===== src/rtl/word_delay_line_pkg.sv =====
// Shared defaults and helpers for the word delay line.
// Latency: n/a (types, constants and constant functions only).
// Backpressure: n/a.
package word_delay_line_pkg;

    // Default geometry: byte-wide words, twelve word stages.
    localparam int DEF_WIDTH = 8;
    localparam int DEF_DEPTH = 12;

    // Select width that stays at least one bit wide, so a single-stage line
    // still has a real tap select port.
    function automatic int clog2_min1(input int n);
        int r;
        r = (n <= 1) ? 1 : $clog2(n);
        return r;
    endfunction

endpackage


===== src/rtl/word_delay_line_bit_packer.sv =====
// Packs valid-strobed serial bits into WIDTH-bit words, MSB-first or LSB-first.
// Latency: word_vld/word_dat are combinational on the edge that accepts the last bit.
// Backpressure: none; every strobed bit is accepted, and idle cycles hold state.
//
// Ports:
//   clk, rst        clock and asynchronous active-high reset
//   clr             synchronous clear; wins over bit_valid
//   bit_valid       data_in is accepted on this edge
//   data_in         serial data bit
//   bit_out         oldest bit held in the packing register
//   bit_cnt         bits accepted toward the current word
//   word_vld        the bit accepted this edge completes a word
//   word_dat        completed word, including the bit accepted this edge
module word_delay_line_bit_packer #(
    parameter int WIDTH     = 8,
    parameter bit MSB_FIRST = 1'b1,
    parameter int CNT_W     = $clog2(WIDTH) + 1
) (
    input  logic             clk,
    input  logic             rst,
    input  logic             clr,
    input  logic             bit_valid,
    input  logic             data_in,
    output logic             bit_out,
    output logic [CNT_W-1:0] bit_cnt,
    output logic             word_vld,
    output logic [WIDTH-1:0] word_dat
);

    logic [WIDTH-1:0] pack_q;
    logic [WIDTH-1:0] pack_d;
    logic [CNT_W-1:0] cnt_q;
    logic [CNT_W-1:0] cnt_d;
    logic [WIDTH-1:0] shifted;
    logic             accept;
    logic             last_bit;

    assign accept   = bit_valid && !clr;
    assign last_bit = (cnt_q == CNT_W'(WIDTH - 1));

    // Packing register with the incoming bit shifted in. The first bit of a
    // word travels furthest, so it ends up at the MSB or LSB as selected.
    always_comb begin
        if (MSB_FIRST) begin
            shifted = {pack_q[WIDTH-2:0], data_in};
        end else begin
            shifted = {data_in, pack_q[WIDTH-1:1]};
        end
    end

    // The packing register is not cleared on word completion: it keeps
    // shifting, so BIT_OUT always shows the bit accepted WIDTH bits ago.
    always_comb begin
        pack_d = pack_q;
        if (clr) begin
            pack_d = '0;
        end else if (bit_valid) begin
            pack_d = shifted;
        end
    end

    always_comb begin
        cnt_d = cnt_q;
        if (clr) begin
            cnt_d = '0;
        end else if (bit_valid) begin
            if (last_bit) begin
                cnt_d = '0;
            end else begin
                cnt_d = cnt_q + CNT_W'(1);
            end
        end
    end

    always_ff @(posedge clk or posedge rst) begin
        if (rst) begin
            pack_q <= '0;
            cnt_q  <= '0;
        end else begin
            pack_q <= pack_d;
            cnt_q  <= cnt_d;
        end
    end

    assign word_vld = accept && last_bit;
    assign word_dat = shifted;
    assign bit_cnt  = cnt_q;
    assign bit_out  = MSB_FIRST ? pack_q[WIDTH-1] : pack_q[0];

endmodule


===== src/rtl/word_delay_line.sv =====
// Serial-to-word packer feeding a DEPTH-stage word delay line with a runtime tap.
// Latency: a word is at stage 0 the edge it completes; at WORD_OUT after DEPTH completions.
// Backpressure: none; the line advances only on word completion, never stalls input.
//
// Ports:
//   CLK, RST        clock and asynchronous active-high reset
//   CLR             synchronous clear, same end state as RST, wins over BIT_VALID
//   BIT_VALID       DATA_IN accepted on this edge
//   DATA_IN         serial data bit
//   TAP_SEL         stage index driving TAP_OUT / TAP_VALID
//   BIT_OUT         oldest bit in the packing register
//   BIT_CNT         bits accepted toward the current word
//   WORD_STB        one-cycle pulse after a word entered stage 0
//   WORD_OUT        stage DEPTH-1; WORD_OUT_VALID when the line is full
//   TAP_OUT         stage TAP_SEL; TAP_VALID when that stage holds a real word
//   FILL            number of valid stages, saturating at DEPTH
module word_delay_line
    import word_delay_line_pkg::*;
#(
    parameter int WIDTH     = DEF_WIDTH,
    parameter int DEPTH     = DEF_DEPTH,
    parameter bit MSB_FIRST = 1'b1,
    parameter int TAP_W     = clog2_min1(DEPTH)
) (
    input  logic                       CLK,
    input  logic                       RST,
    input  logic                       CLR,
    input  logic                       BIT_VALID,
    input  logic                       DATA_IN,
    input  logic [TAP_W-1:0]           TAP_SEL,
    output logic                       BIT_OUT,
    output logic [$clog2(WIDTH):0]     BIT_CNT,
    output logic                       WORD_STB,
    output logic [WIDTH-1:0]           WORD_OUT,
    output logic                       WORD_OUT_VALID,
    output logic [WIDTH-1:0]           TAP_OUT,
    output logic                       TAP_VALID,
    output logic [$clog2(DEPTH+1)-1:0] FILL
);

    localparam int CNT_W  = $clog2(WIDTH) + 1;
    localparam int FILL_W = $clog2(DEPTH + 1);

    logic             word_vld;
    logic [WIDTH-1:0] word_dat;

    logic [FILL_W-1:0] fill_q;
    logic [FILL_W-1:0] fill_d;
    logic              word_stb_q;
    logic              word_stb_d;

    // Current contents of every stage, gathered for the output and tap muxes.
    logic [WIDTH-1:0] stage_arr [DEPTH];

    logic [WIDTH-1:0] tap_dat;
    logic             tap_vld;

    word_delay_line_bit_packer #(
        .WIDTH     (WIDTH),
        .MSB_FIRST (MSB_FIRST),
        .CNT_W     (CNT_W)
    ) u_bit_packer (
        .clk       (CLK),
        .rst       (RST),
        .clr       (CLR),
        .bit_valid (BIT_VALID),
        .data_in   (DATA_IN),
        .bit_out   (BIT_OUT),
        .bit_cnt   (BIT_CNT),
        .word_vld  (word_vld),
        .word_dat  (word_dat)
    );

    // Word stages. Every stage shifts together on a completion; stages past
    // the fill level hold zero because zeros are what shifted into them.
    for (genvar gi = 0; gi < DEPTH; gi++) begin : g_stage
        logic [WIDTH-1:0] shift_in;
        logic [WIDTH-1:0] stg_q;
        logic [WIDTH-1:0] stg_d;

        if (gi == 0) begin : g_head
            assign shift_in = word_dat;
        end else begin : g_body
            assign shift_in = stage_arr[gi-1];
        end

        always_comb begin
            stg_d = stg_q;
            if (CLR) begin
                stg_d = '0;
            end else if (word_vld) begin
                stg_d = shift_in;
            end
        end

        always_ff @(posedge CLK or posedge RST) begin
            if (RST) begin
                stg_q <= '0;
            end else begin
                stg_q <= stg_d;
            end
        end

        assign stage_arr[gi] = stg_q;
    end

    // Fill level counts completions since reset/clear and saturates once the
    // oldest word starts falling off the end.
    always_comb begin
        fill_d = fill_q;
        if (CLR) begin
            fill_d = '0;
        end else if (word_vld && (fill_q != FILL_W'(DEPTH))) begin
            fill_d = fill_q + FILL_W'(1);
        end
    end

    // word_vld is already suppressed by CLR inside the packer.
    always_comb begin
        word_stb_d = word_vld;
    end

    always_ff @(posedge CLK or posedge RST) begin
        if (RST) begin
            fill_q     <= '0;
            word_stb_q <= 1'b0;
        end else begin
            fill_q     <= fill_d;
            word_stb_q <= word_stb_d;
        end
    end

    // Tap mux: an out-of-range select matches no stage and reads zero, so a
    // non-power-of-two DEPTH never aliases or produces X.
    always_comb begin
        tap_dat = '0;
        for (int k = 0; k < DEPTH; k++) begin
            if (TAP_SEL == TAP_W'(k)) begin
                tap_dat = stage_arr[k];
            end
        end
    end

    // fill_q never exceeds DEPTH, so this is also false for any select >= DEPTH.
    assign tap_vld = (32'(TAP_SEL) < 32'(fill_q));

    assign WORD_STB       = word_stb_q;
    assign WORD_OUT       = stage_arr[DEPTH-1];
    assign WORD_OUT_VALID = (fill_q == FILL_W'(DEPTH));
    assign TAP_OUT        = tap_dat;
    assign TAP_VALID      = tap_vld;
    assign FILL           = fill_q;

endmodule


===== config.mk =====
export PLATFORM = sky130hd
export DESIGN_NAME = word_delay_line
export DESIGN_NICKNAME = d
export VERILOG_FILES = /design/src/rtl/word_delay_line_pkg.sv /design/src/rtl/word_delay_line_bit_packer.sv /design/src/rtl/word_delay_line.sv
export SDC_FILE = /design/constraint.sdc
export NUM_CORES = 1
export LEC_CHECK = 0
export ABC_AREA = 1
export BUFFER_PORTS_ARGS = -buffer_cell sky130_fd_sc_hd__buf_2
export CAP_MARGIN = 40
export CORE_MARGIN = 2
export CORE_UTILIZATION = 34
export CTS_CLUSTER_SIZE = 8
export DETAILED_ROUTE_END_ITERATION = 6
export SYNTH_ARGS = -nofsm -noshare
export SYNTH_HDL_FRONTEND = slang
export SYNTH_SLANG_ARGS = --single-unit

===== constraint.sdc =====
create_clock -name CLK -period 4 [get_ports CLK]
set_clock_uncertainty 0.05 [all_clocks]
set_input_delay 0 -clock CLK [delete_from_list [all_inputs] [get_ports CLK]]
set_output_delay 0 -clock CLK [all_outputs]
set_load 0.05 [all_outputs]

## Yosys cells after proc, flatten, opt, wreduce, memory -nomap -nowiden

Cells that the tools add are included.
W data, S select, Z words.

- Input port bits: 9
- Output and inout port bits: 28
- Flip-flop bits (word level): 113

- Equality and inequality tests: 14
- Add/sub/neg operators: 2
- Magnitude comparators: 1
- Muxes and demuxes: 43
- Reductions and logical operators: 8

Operator list:

| kind | number |
|---|---|
| $mux W8 | 38 |
| $eq A4 B3 Y1 const B | 5 |
| $eq A4 B4 Y1 const B | 5 |
| $mux W4 | 5 |
| $add A4 B1 Y4 const B | 2 |
| $eq A4 B2 Y1 const B | 2 |
| $reduce_bool A2 Y1 | 3 |
| $eq A4 B1 Y1 const B | 1 |
| $logic_not A4 Y1 | 1 |
| $lt A4 B4 Y1 | 1 |
| $ne A4 B4 Y1 const B | 1 |
| $logic_and A1 B1 Y1 | 3 |
| $logic_not A1 Y1 | 1 |

## Longest topological paths before layout

Gate-level depths: netlist (run 1).

- Word-level depth: 13
- Mapped depth: 11
- Depth with buffers taken out: 11

## Hierarchy

A second synthesis (run 1) with hierarchy kept.

- Cells, all modules: 607
- Area, all modules: 5181.2 µm²

By module, submodules not included:

| module | area an instance (µm²) | instances | cells each |
|---|---|---|---|
| word_delay_line | 4648.2 | 1 | 551 |
| word_delay_line_bit_packer | 533.0 | 1 | 56 |

## Worst setup path after synthesis (run 1)

OpenSTA, ideal clock, no wires.

- Path type: register to output
- Start point: reg fill_q[1] (netlist: FILL[1])
- End point: out TAP_VALID
- Arrival time: 2117 ps
- Cell stages (with the launch flop): 7
- Setup slack: 1833 ps
- Cells stage by stage: dfrtp_1 -> inv_1 -> ha_1 -> o21ai_0 -> nand2_1 -> a21o_1 -> a21oi_1

- Cells in the longest elaborated chain, start to end: 1

Ends and longest elaborated chain:

| element | RTL line | text |
|---|---|---|
| start: declaration | word_delay_line.sv:47 | `logic [FILL_W-1:0] fill_q;` |
| start signal: assignment | word_delay_line.sv:128 | `fill_q <= fill_d;` |
| $lt A4 B4 Y1 | word_delay_line.sv:145 | `assign tap_vld = (32'(TAP_SEL) < 32'(fill_q));` |
| end: declaration | word_delay_line.sv:37 | `output logic TAP_VALID,` |

Every way passes these cells.

## Final worst setup path (run 1)

Same ends and word-level chain as after synthesis.

==> flow_summary_export.csv, run 1 <==
group,metric,value,unit
cts,cts_max_path_buffers,2,
yosys,synth_area,5110,µm²
yosys,ys_seq_area_share,55.3,%
final_layout,nFillCells,1423,
cts,cts_setup_buffers,0,
worst_setup_path,cp_max_fo,4,
sta,grt_setup_unrepaired,"no",
detailed_routing,drc,0,
yosys,synthTopCellsByArea,"dfrtp_1 (55%), o22ai_1 (12%), inv_1 (8.4%), nand2_1 (6.2%), nand3_1 (4.5%)",
worst_setup_path,worstPathCellList,"inv_1 -> ha_1 -> o21ai_0 -> nand2_1 -> a21o_1 -> a21oi_1 -> buf_2",
grt,first_global_vias,4145,
die,die_height,127,µm
job,max_cap_viol_count,0,
die,die_area,16000,µm²
place,port_buffers,36,
detailed_routing,drtIter0Drc,303,
final_layout,n_antenna_cell,0,
detailed_routing,drt_pass1_iterations,5,
cts,numCtsBuffers,17,
final_layout,layout-drive-gt1-share,14.4,%
yosys,yosys.area.top_type,"dfrtp_1",
final_layout,nets,642,
grt,antenna_found_initial,0,
cts,clkTransAtPathRegs,0.05,ns
grt,grtUsageTotal,14.8,%
power_and_ir_drop,clock_power_share,50.7,%
die,io_pins,37,
power_and_ir_drop,p_leak,2.76,nW
yosys,synth.distinct_cells,25,
detailed_routing,viasPerCell,5.03,
worst_setup_path,startpoint_type,"flip-flop",
yosys,syn_nets,599,
grt,grt_pass1_wl,19700,µm
cts,cts-root-buf,"clkbuf_16",
detailed_routing,avgRoutedWirePerCell,13.7,µm
yosys,synth_top_area_share,55.3,%
yosys,synthCells,584,
final_layout,postLayoutCellArea,6100,µm²
cts,cts_tree,"done",
yosys,avgSynthCellArea,8.75,µm²
place,place_area,5530,µm²
power_and_ir_drop,p_per_area,443,nW/µm²
worst_setup_path,worst_path_max_delay_cell,"dfrtp_1",
sta,worst_slew_pin_slew,0.641,ns
worst_hold_path,holdCritPathClass,"input pin to async pin",
sta,fmax,522,MHz
worst_setup_path,critPathArrivalTime,1.86,ns
die,row_count,44,
cts,htree_levels,4,
sta,slew_headroom,57.1,%
worst_setup_path,critPathKind,"flip-flop to primary output",
sta,finalCritPeriodShare,47.9,%
sta,fin_crit,1.91,ns
sta,whs,0.0535,ns
grt,grt_start_max_net_pins,89,
detailed_routing,vias,4135,
cts,hold_buffers,4,
die,die_x,127,µm
sta,maxSlewViolCount,0,
worst_setup_path,endpoint_kind,"primary output",
power_and_ir_drop,p_sw,623,µW
yosys,yosysWarnings,0,
die,fp.coreArea,14600,µm²
worst_setup_path,worst-endpoint-required,3.95,ns
cts,cts_resized,0,
sta,final_hold_viol_count,0,
detailed_routing,ant_nets,0,
place,post-dp-hpwl,7380,µm
cts,insertion_delay,0.41,ns
grt,grt_overflow,0,
power_and_ir_drop,cell_internal_pwr,2.08,mW
power_and_ir_drop,comb_power_share,6.3,%
power_and_ir_drop,seqPwrFrac,43.0,%
sta,setup_viol,0,
die,start_util,35.0,%
detailed_routing,drt_wl_total,11300,µm
outcome,outcome,"completed",
cts,cts_sinks,113,
sta,setup-tns-final,0,ns
power_and_ir_drop,ir_drop,0.223,mV
place,place_congestion,0.774,
power_and_ir_drop,p_sw_share,23.0,%
worst_setup_path,max_stage_delay,0.39,ns
final_layout,area_growth,19.4,%
yosys,ys_ff_latch,113,
## cells in the mapped netlist
cell and count:
a211oi_1 1, a21o_1 1, a21oi_1 11, buf_2 15
buf_4 3, clkbuf_1 5, clkinv_1 2, dfrtp_1 113
ha_1 6, inv_1 115, inv_2 4, nand2_1 85
nand2_2 3, nand3_1 46, nand3_2 3, nand4_1 10
nor2_1 36, nor2_2 9, nor2_4 1, nor3_1 2
nor3_2 1, o21ai_0 15, o22ai_1 95, o31ai_1 1
xor2_1 1
## metrics by stage
| stage | worst slack (ns) | std cells | power (mW) | utilization (%) |
|---|---|---|---|---|
| after global placement | 1.72 | 785 | 1.34 | 37.3 |
| after CTS | 2.06 | 822 | 2.73 | 41.8 |
| final | 2.09 | 822 | 2.71 | 41.8 |
| after detailed placement | 2.18 | 788 | 1.35 | 37.9 |
| after global routing | 1.95 | 822 | 2.81 | 41.8 |
| after floorplan | 0.963 | 584 | 1.30 | - |
## registers in the layout, indices dropped and copies added (netlist names)
name / cells
g_stage.stg_q: 80
WORD_OUT: 8
g_stage.shift_in: 8
u_bit_packer.pack_q: 8
FILL: 4
u_bit_packer.bit_cnt: 4
WORD_STB: 1
## layer usage
metal | GRT usage (%) | vias up | share of wire, %
li1 | - | 2025 | -
met1 | 19.4 | 2010 | 46
met2 | 24.2 | 86 | 49
met3 | 2.74 | 14 | 3.4
met4 | 5.69 | 0 | 1.5
met5 | 0 | - | 0
## placed cells by master (no fill, tap or decap), drive strengths merged, types with 3 or more instances in the layout
master and count:
o22ai 95, nor3 3, ha 6, buf 43, clkbuf 23, nand4 10, nor2 46, a21oi 11
dfrtp 113, inv 119, clkinv 8, nand3 49, nand2 88, dlygate4sd3 4, o21ai 15
## layout make-up
type                    count  area, µm²  area share (%)
clock buffers              23        478            7.83
clock inverters             7       60.1           0.984
repair buffers             47        333            5.45
inverters                 121        457            7.48
multi-input cells         327       1720            28.2
flip-flops and latches    113       2830            46.3
well taps                 184        230            3.77
## cell families after synthesis
kind of cell	after synthesis	share of synthesized area (%)
and+or+nand+nor	196	17.3
xor gates and xnor gates	1	0.171
buffers and inverters	144	11.2
DFF	113	55.3
adders and majority gates	6	1.47
AOI/OAI and AO/OA	124	14.6
## critical path: cells and delay by family, from the launching register on
family / cells / cell delay [ns]
AND/OR/NAND/NOR: 1 / 0.07
AO/OA/AOI/OAI: 3 / 0.33
buffers and inverters: 2 / 0.41
adder cells (fa/ha/maj): 1 / 0.25
flip-flops: 1 / 0.39
## path summary, 6_finish.rpt
path	from	endpoint	slack, ns	cells past startpoint
worst min-delay path	RST	FILL[1]	0.05	3
max in group asynchronous	RST	WORD_OUT[3]	2.83	5
worst max-delay path	FILL[1]	TAP_VALID	2.09	7
worst max register to register	u_bit_packer.bit_cnt[0]	WORD_OUT[0]	2.15	8
worst min register to register	u_bit_packer.pack_q[7]	u_bit_packer.pack_q[7]	0.46	2
min in group CLK	CLR	FILL[1]	0.32	3
## power by group through the flow
stage | Clock [mW] | Sequential [mW] | Combinational [mW]
4_1_cts | 1.39 | 1.16 | 0.174
3_3_place_gp | 0 | 1.18 | 0.161
3_5_place_dp | 0 | 1.18 | 0.171
5_1_grt | 1.45 | 1.16 | 0.191
2_1_floorplan | 0 | 1.21 | 0.0924
6_report | 1.37 | 1.16 | 0.171
(Power assumes the default switching activity.)
==> run 2, diff against run 1 <==
Clock period 4 ns to 1.85 ns, I/O delays scaled along.
==> flow_summary_export.csv, run 2 (synthesis gave the netlist of run 1 again) <==
group,metric,value,unit
outcome,outcome,"completed",
cts,cts_max_path_buffers,2,
sta,worst_slew_pin_slew,0.812,ns
grt,grt_use_met2,25.1,%
cts,clkTransAtPathRegs,0.05,ns
die,die_x,127,µm
grt,grtUsageTotal,14.8,%
grt,antenna_found_initial,0,
sta,fin_crit,1.80,ns
sta,slew_headroom,45.7,%
sta,maxSlewViolCount,0,
power_and_ir_drop,p_leak,2.83,nW
final_layout,area_growth,23.3,%
detailed_routing,avgRoutedWirePerCell,14.1,µm
cts,cts-root-buf,"clkbuf_16",
place,post-dp-hpwl,7580,µm
die,fp.coreArea,14600,µm²
cts,htree_levels,4,
sta,setup_viol,0,
final_layout,largest_reg_flops,80,
die,row_count,44,
job,max_cap_viol_count,0,
detailed_routing,drt_pass1_iterations,5,
detailed_routing,vias,4244,
detailed_routing,drt_wl_total,11700,µm
place,place_ws,0.182,ns
final_layout,regMostFlops,"g_stage.stg_q",
die,die_area,16000,µm²
final_layout,layout-drive-gt1-share,17.6,%
cts,cts_sinks,113,
place,place_congestion,0.759,
sta,finalCritPeriodShare,97.1,%
grt,grtUsageMet3,2.53,%
place,port_buffers,36,
worst_setup_path,critPathArrivalTime,1.75,ns
grt,first_global_vias,4268,
cts,insertion_delay,0.41,ns
worst_setup_path,cp_max_fo,2,
grt,grt_overflow,0,
worst_hold_path,holdCritPathClass,"input pin to async pin",
final_layout,n_antenna_cell,0,
detailed_routing,viasPerCell,5.13,
cts,numCtsBuffers,17,
detailed_routing,drc,0,
die,start_util,35.0,%
worst_setup_path,startpoint_type,"flip-flop",
sta,fmax,557,MHz
cts,cts_tree,"done",
detailed_routing,drtIter0Drc,277,
power_and_ir_drop,p_per_area,973,nW/µm²
worst_setup_path,critPathKind,"flip-flop to primary output",
power_and_ir_drop,ir_drop,0.608,mV
sta,final_hold_viol_count,0,
worst_setup_path,worst-endpoint-required,1.80,ns
final_layout,final_util,43.2,%
grt,grt_start_max_net_pins,105,
die,die_height,127,µm
worst_setup_path,endpoint_kind,"primary output",
sta,postLayoutSetupSlackWorst,0.0540,ns
grt,use_met1,18.4,%
detailed_routing,ant_nets,0,
final_layout,nets,647,
grt,grt_pass1_wl,19400,µm
final_layout,final_common_cell,"inv_1",
sta,grt_setup_unrepaired,"yes",
grt,busiest_layer,"met2",
final_layout,final_cell_mix,"inv_1 (113), dfrtp_1 (111), o22ai_1 (95), nand2_1 (84), nand3_1 (44)",
die,io_pins,37,
## run 2: changes by cell type in the layout (fill, tap and decap cells not counted), moves of 3 or more
| cell | change |
|---|---|
| buf_4 | +4 |
| buf_2 | -8 |
| clkinv_2 | -3 |
| nor2_1 | -6 |
| nor2_2 | +6 |
| buf_12 | +5 |
| clkbuf_8 | +3 |
| buf_16 | -3 |
| buf_6 | +7 |
## run 2: area by class of cell
cell class | instances | area (µm²)
Clock buffer | 25 | 515
Clock inverter | 5 | 75.1
Fill cell | 1383 | 8290
Inverter | 121 | 458
Multi-Input combinational cell | 327 | 1770
Sequential cell | 113 | 2830
Tap cell | 184 | 230
Timing Repair Buffer | 52 | 419
## run 2: metal layers
metal,wire [µm],vias to the layer above
met5,0,-
met4,151,0
met3,292,15
met2,5930,74
met1,5290,2124
li1,-,2031
## run 2: final timing paths
check,endpoint,start,slack [ns],depth (start not counted)
worst max-delay path,TAP_OUT[3],g_stage[0].stg_q[3],0.05,9
worst min-delay path,u_bit_packer.pack_q[5],RST,0.24,3
worst max register to register,WORD_OUT[7],u_bit_packer.bit_cnt[0],0.17,7
worst min register to register,u_bit_packer.bit_cnt[0],u_bit_packer.bit_cnt[0],0.45,1
max in group asynchronous,g_stage[0].stg_q[5],RST,0.88,4
min in group CLK,FILL[1],CLR,0.30,3
## run 2: what timing repair did
action | 4_1_cts | 5_1_grt
hold endpoints to repair | 38 | 0
cloned | 0 | 0
pin swaps | 0 | 17
hold buffers | 4 | 0
resized for setup | 3 | 32
endpoints found under the setup margin | 1 | 8
buffers inserted | 0 | 2
## run 2: critical path, cell delays in order (launching register included)
cell     delay (ns)
dfrtp_1        0.38
nand3_1        0.08
nand2_1        0.07
nor2_2         0.09
nand4_1        0.14
nor2_2         0.14
nand3_1        0.09
nand2_1        0.10
nand3_1        0.09
buf_6          0.16
## run 2: power breakdown
group | internal [mW] | total, mW | leakage [nW] | switching, mW
Sequential | 2.50 | 2.52 | 1.57 | 0.0215
Clock | 2.17 | 3.21 | 0.295 | 1.04
Combinational | 0.109 | 0.398 | 0.962 | 0.289
## run 2: per-stage QoR
step	cells	instance area (µm²)	hold slack, ns	power, mW	TNS [ns]
CTS	825	6200	0.256	6.18	0
global route	827	6300	0.312	6.35	-0.324
floorplan	584	5130	0.0224	2.83	0
finish	827	6300	0.242	6.13	0
detailed placement	791	5570	0.137	2.94	0
global placement	791	5570	0.134	2.93	0
==> run 3, diff against run 2 <==
Settings changed: CELL_PAD_IN_SITES_DETAIL_PLACEMENT set to 1, CELL_PAD_IN_SITES_GLOBAL_PLACEMENT set to 1, PLACE_DENSITY_LB_ADDON set to 0.1.
Clock period 1.85 ns to 1.5 ns, I/O delays scaled along.
==> flow_summary_export.csv, run 3 (synthesis gave the netlist of run 1 again) <==
group,metric,value,unit
sta,slew_headroom,56.6,%
sta,worst_slew_pin_slew,0.649,ns
sta,fmax,529,MHz
detailed_routing,viasPerCell,5.34,
die,row_count,44,
final_layout,n_antenna_cell,0,
power_and_ir_drop,power.total,8.28,mW
outcome,outcome,"finished, violations left",
cts,insertion_delay,0.42,ns
worst_setup_path,worst-endpoint-required,1.45,ns
sta,fin_crit,1.89,ns
power_and_ir_drop,ir_drop,0.884,mV
job,max_cap_viol_count,0,
worst_setup_path,worst_path_max_delay_cell,"dfrtp_1",
final_layout,layout-drive-gt1-share,42.0,%
worst_hold_path,holdCritPathClass,"input pin to async pin",
final_layout,final_cell_mix,"inv_1 (109), dfrtp_1 (107), nand2_1 (78), o22ai_2 (66), buf_4 (42)",
sta,grt_setup_unrepaired,"yes",
die,die_area,16000,µm²
detailed_routing,drtIter0Drc,197,
grt,antenna_found_initial,0,
grt,grt_pass1_wl,25100,µm
final_layout,fin_cells,891,
cts,clkTransAtPathRegs,0.05,ns
cts,cts_sinks,113,
final_layout,final_common_cell,"inv_1",
sta,maxSlewViolCount,0,
worst_setup_path,endpoint_kind,"primary output",
worst_setup_path,max_stage_delay,0.41,ns
sta,setup-tns-final,-10.12,ns
place,place_ws,-0.200,ns
grt,grt_start_max_net_pins,50,
sta,setup_viol,109,
cts,cts_max_path_buffers,2,
final_layout,regMostFlops,"g_stage.stg_q",
grt,first_global_vias,4791,
detailed_routing,ant_nets,0,
die,start_util,35.0,%
sta,whs,0.116,ns
worst_setup_path,worstPathCellList,"nand3_2 -> nand2_2 -> nor2_2 -> nand4_1 -> nor2_1 -> nand3_1 -> nand2_2 -> nand3_2 -> buf_8",
sta,final_hold_viol_count,0,
die,fp.coreArea,14600,µm²
detailed_routing,vias,4761,
grt,grtUsageTotal,19.9,%
die,die_height,127,µm
place,dp_cells,822,
cts,htree_levels,4,
worst_setup_path,startpoint_type,"flip-flop",
sta,postLayoutSetupSlackWorst,-0.391,ns
grt,grt_overflow,0,
die,die_x,127,µm
detailed_routing,drt_wl_total,18400,µm
sta,finalCritPeriodShare,126,%
detailed_routing,drc,0,
cts,cts_tree,"done",
final_layout,area_growth,56.8,%
detailed_routing,drt_pass1_iterations,5,
worst_setup_path,critPathArrivalTime,1.84,ns
cts,cts-root-buf,"clkbuf_16",
outcome,violations,"negative setup slack",
cts,numCtsBuffers,17,
die,io_pins,37,
worst_setup_path,r2r_slack,-0.13,ns
worst_setup_path,worstReg2RegStart,"u_bit_packer.bit_cnt[1]",
detailed_routing,avgRoutedWirePerCell,20.6,µm
power_and_ir_drop,p_leak,3.38,nW
worst_setup_path,r2r_cells,8,
final_layout,largest_reg_flops,80,
worst_setup_path,rr_endpoint,"g_stage[10].stg_q[2]",
place,port_buffers,36,
final_layout,nets,709,
worst_setup_path,critPathKind,"flip-flop to primary output",
place,post-dp-hpwl,9350,µm
power_and_ir_drop,p_per_area,1030,nW/µm²
worst_setup_path,cp_max_fo,2,
place,place_congestion,0.746,
[run 3: cell type report]
type,count,area [µm²]
fill,1569,6570
sequential,113,2840
multi-input combinational,329,2570
timing repair buffer,112,1260
inverter,121,473
clock buffer,20,467
tap,184,230
clock inverter,12,180
[run 3: through the flow]
step,util (%),instance area [µm²]
after global placement,40.2,5860
after floorplan,-,5200
after global routing,54.9,8020
final,54.9,8020
after detailed placement,40.2,5860
after CTS,46.4,6770
[run 3: repair_timing]
action,CTS,global route
hold buffers,4,0
cloned,2,19
gates resized for setup,43,150
pin swaps,9,20
buffers inserted,2,11
setup endpoints to repair,61,107
endpoints found under the hold margin,122,0
[run 3: where the power goes]
group	internal (mW)	leakage [nW]	switching, mW	total (mW)
sequential	3.08	1.57	0.0249	3.10
combinational	0.293	1.51	0.490	0.783
clock	2.91	0.301	1.48	4.40
total	6.28	3.38	2.00	8.28
[run 3: critical path: cells and delay by family, from the launching register on]
kind	cells	cell delay, ns
flip-flops	1	0.41
buffers and inverters	1	0.16
AND/OR/NAND/NOR	8	0.87
[run 3: how the worst max path moves through the flow]
| stage | from | to | cells past startpoint |
|---|---|---|---|
| 2_1_floorplan | u_bit_packer.bit_cnt[0] | FILL[3] | 9 |
| 3_3_place_gp | TAP_SEL[1] | TAP_OUT[6] | 11 |
| 3_5_place_dp | TAP_SEL[3] | TAP_OUT[4] | 11 |
| 4_1_cts | g_stage[1].stg_q[0] | TAP_OUT[0] | 9 |
| 5_1_grt | g_stage[0].stg_q[4] | TAP_OUT[4] | 9 |
| 6_report | g_stage[0].stg_q[4] | TAP_OUT[4] | 9 |
[run 3: layer usage]
metal	up-vias	share of wire (%)	track usage (%)	wire length, µm
met2	82	50	32.1	9270
met5	-	0	0	0
met3	18	3.0	3.58	551
met1	2489	45	26.6	8310
met4	0	1.4	7.95	257
li1	2172	-	-	-
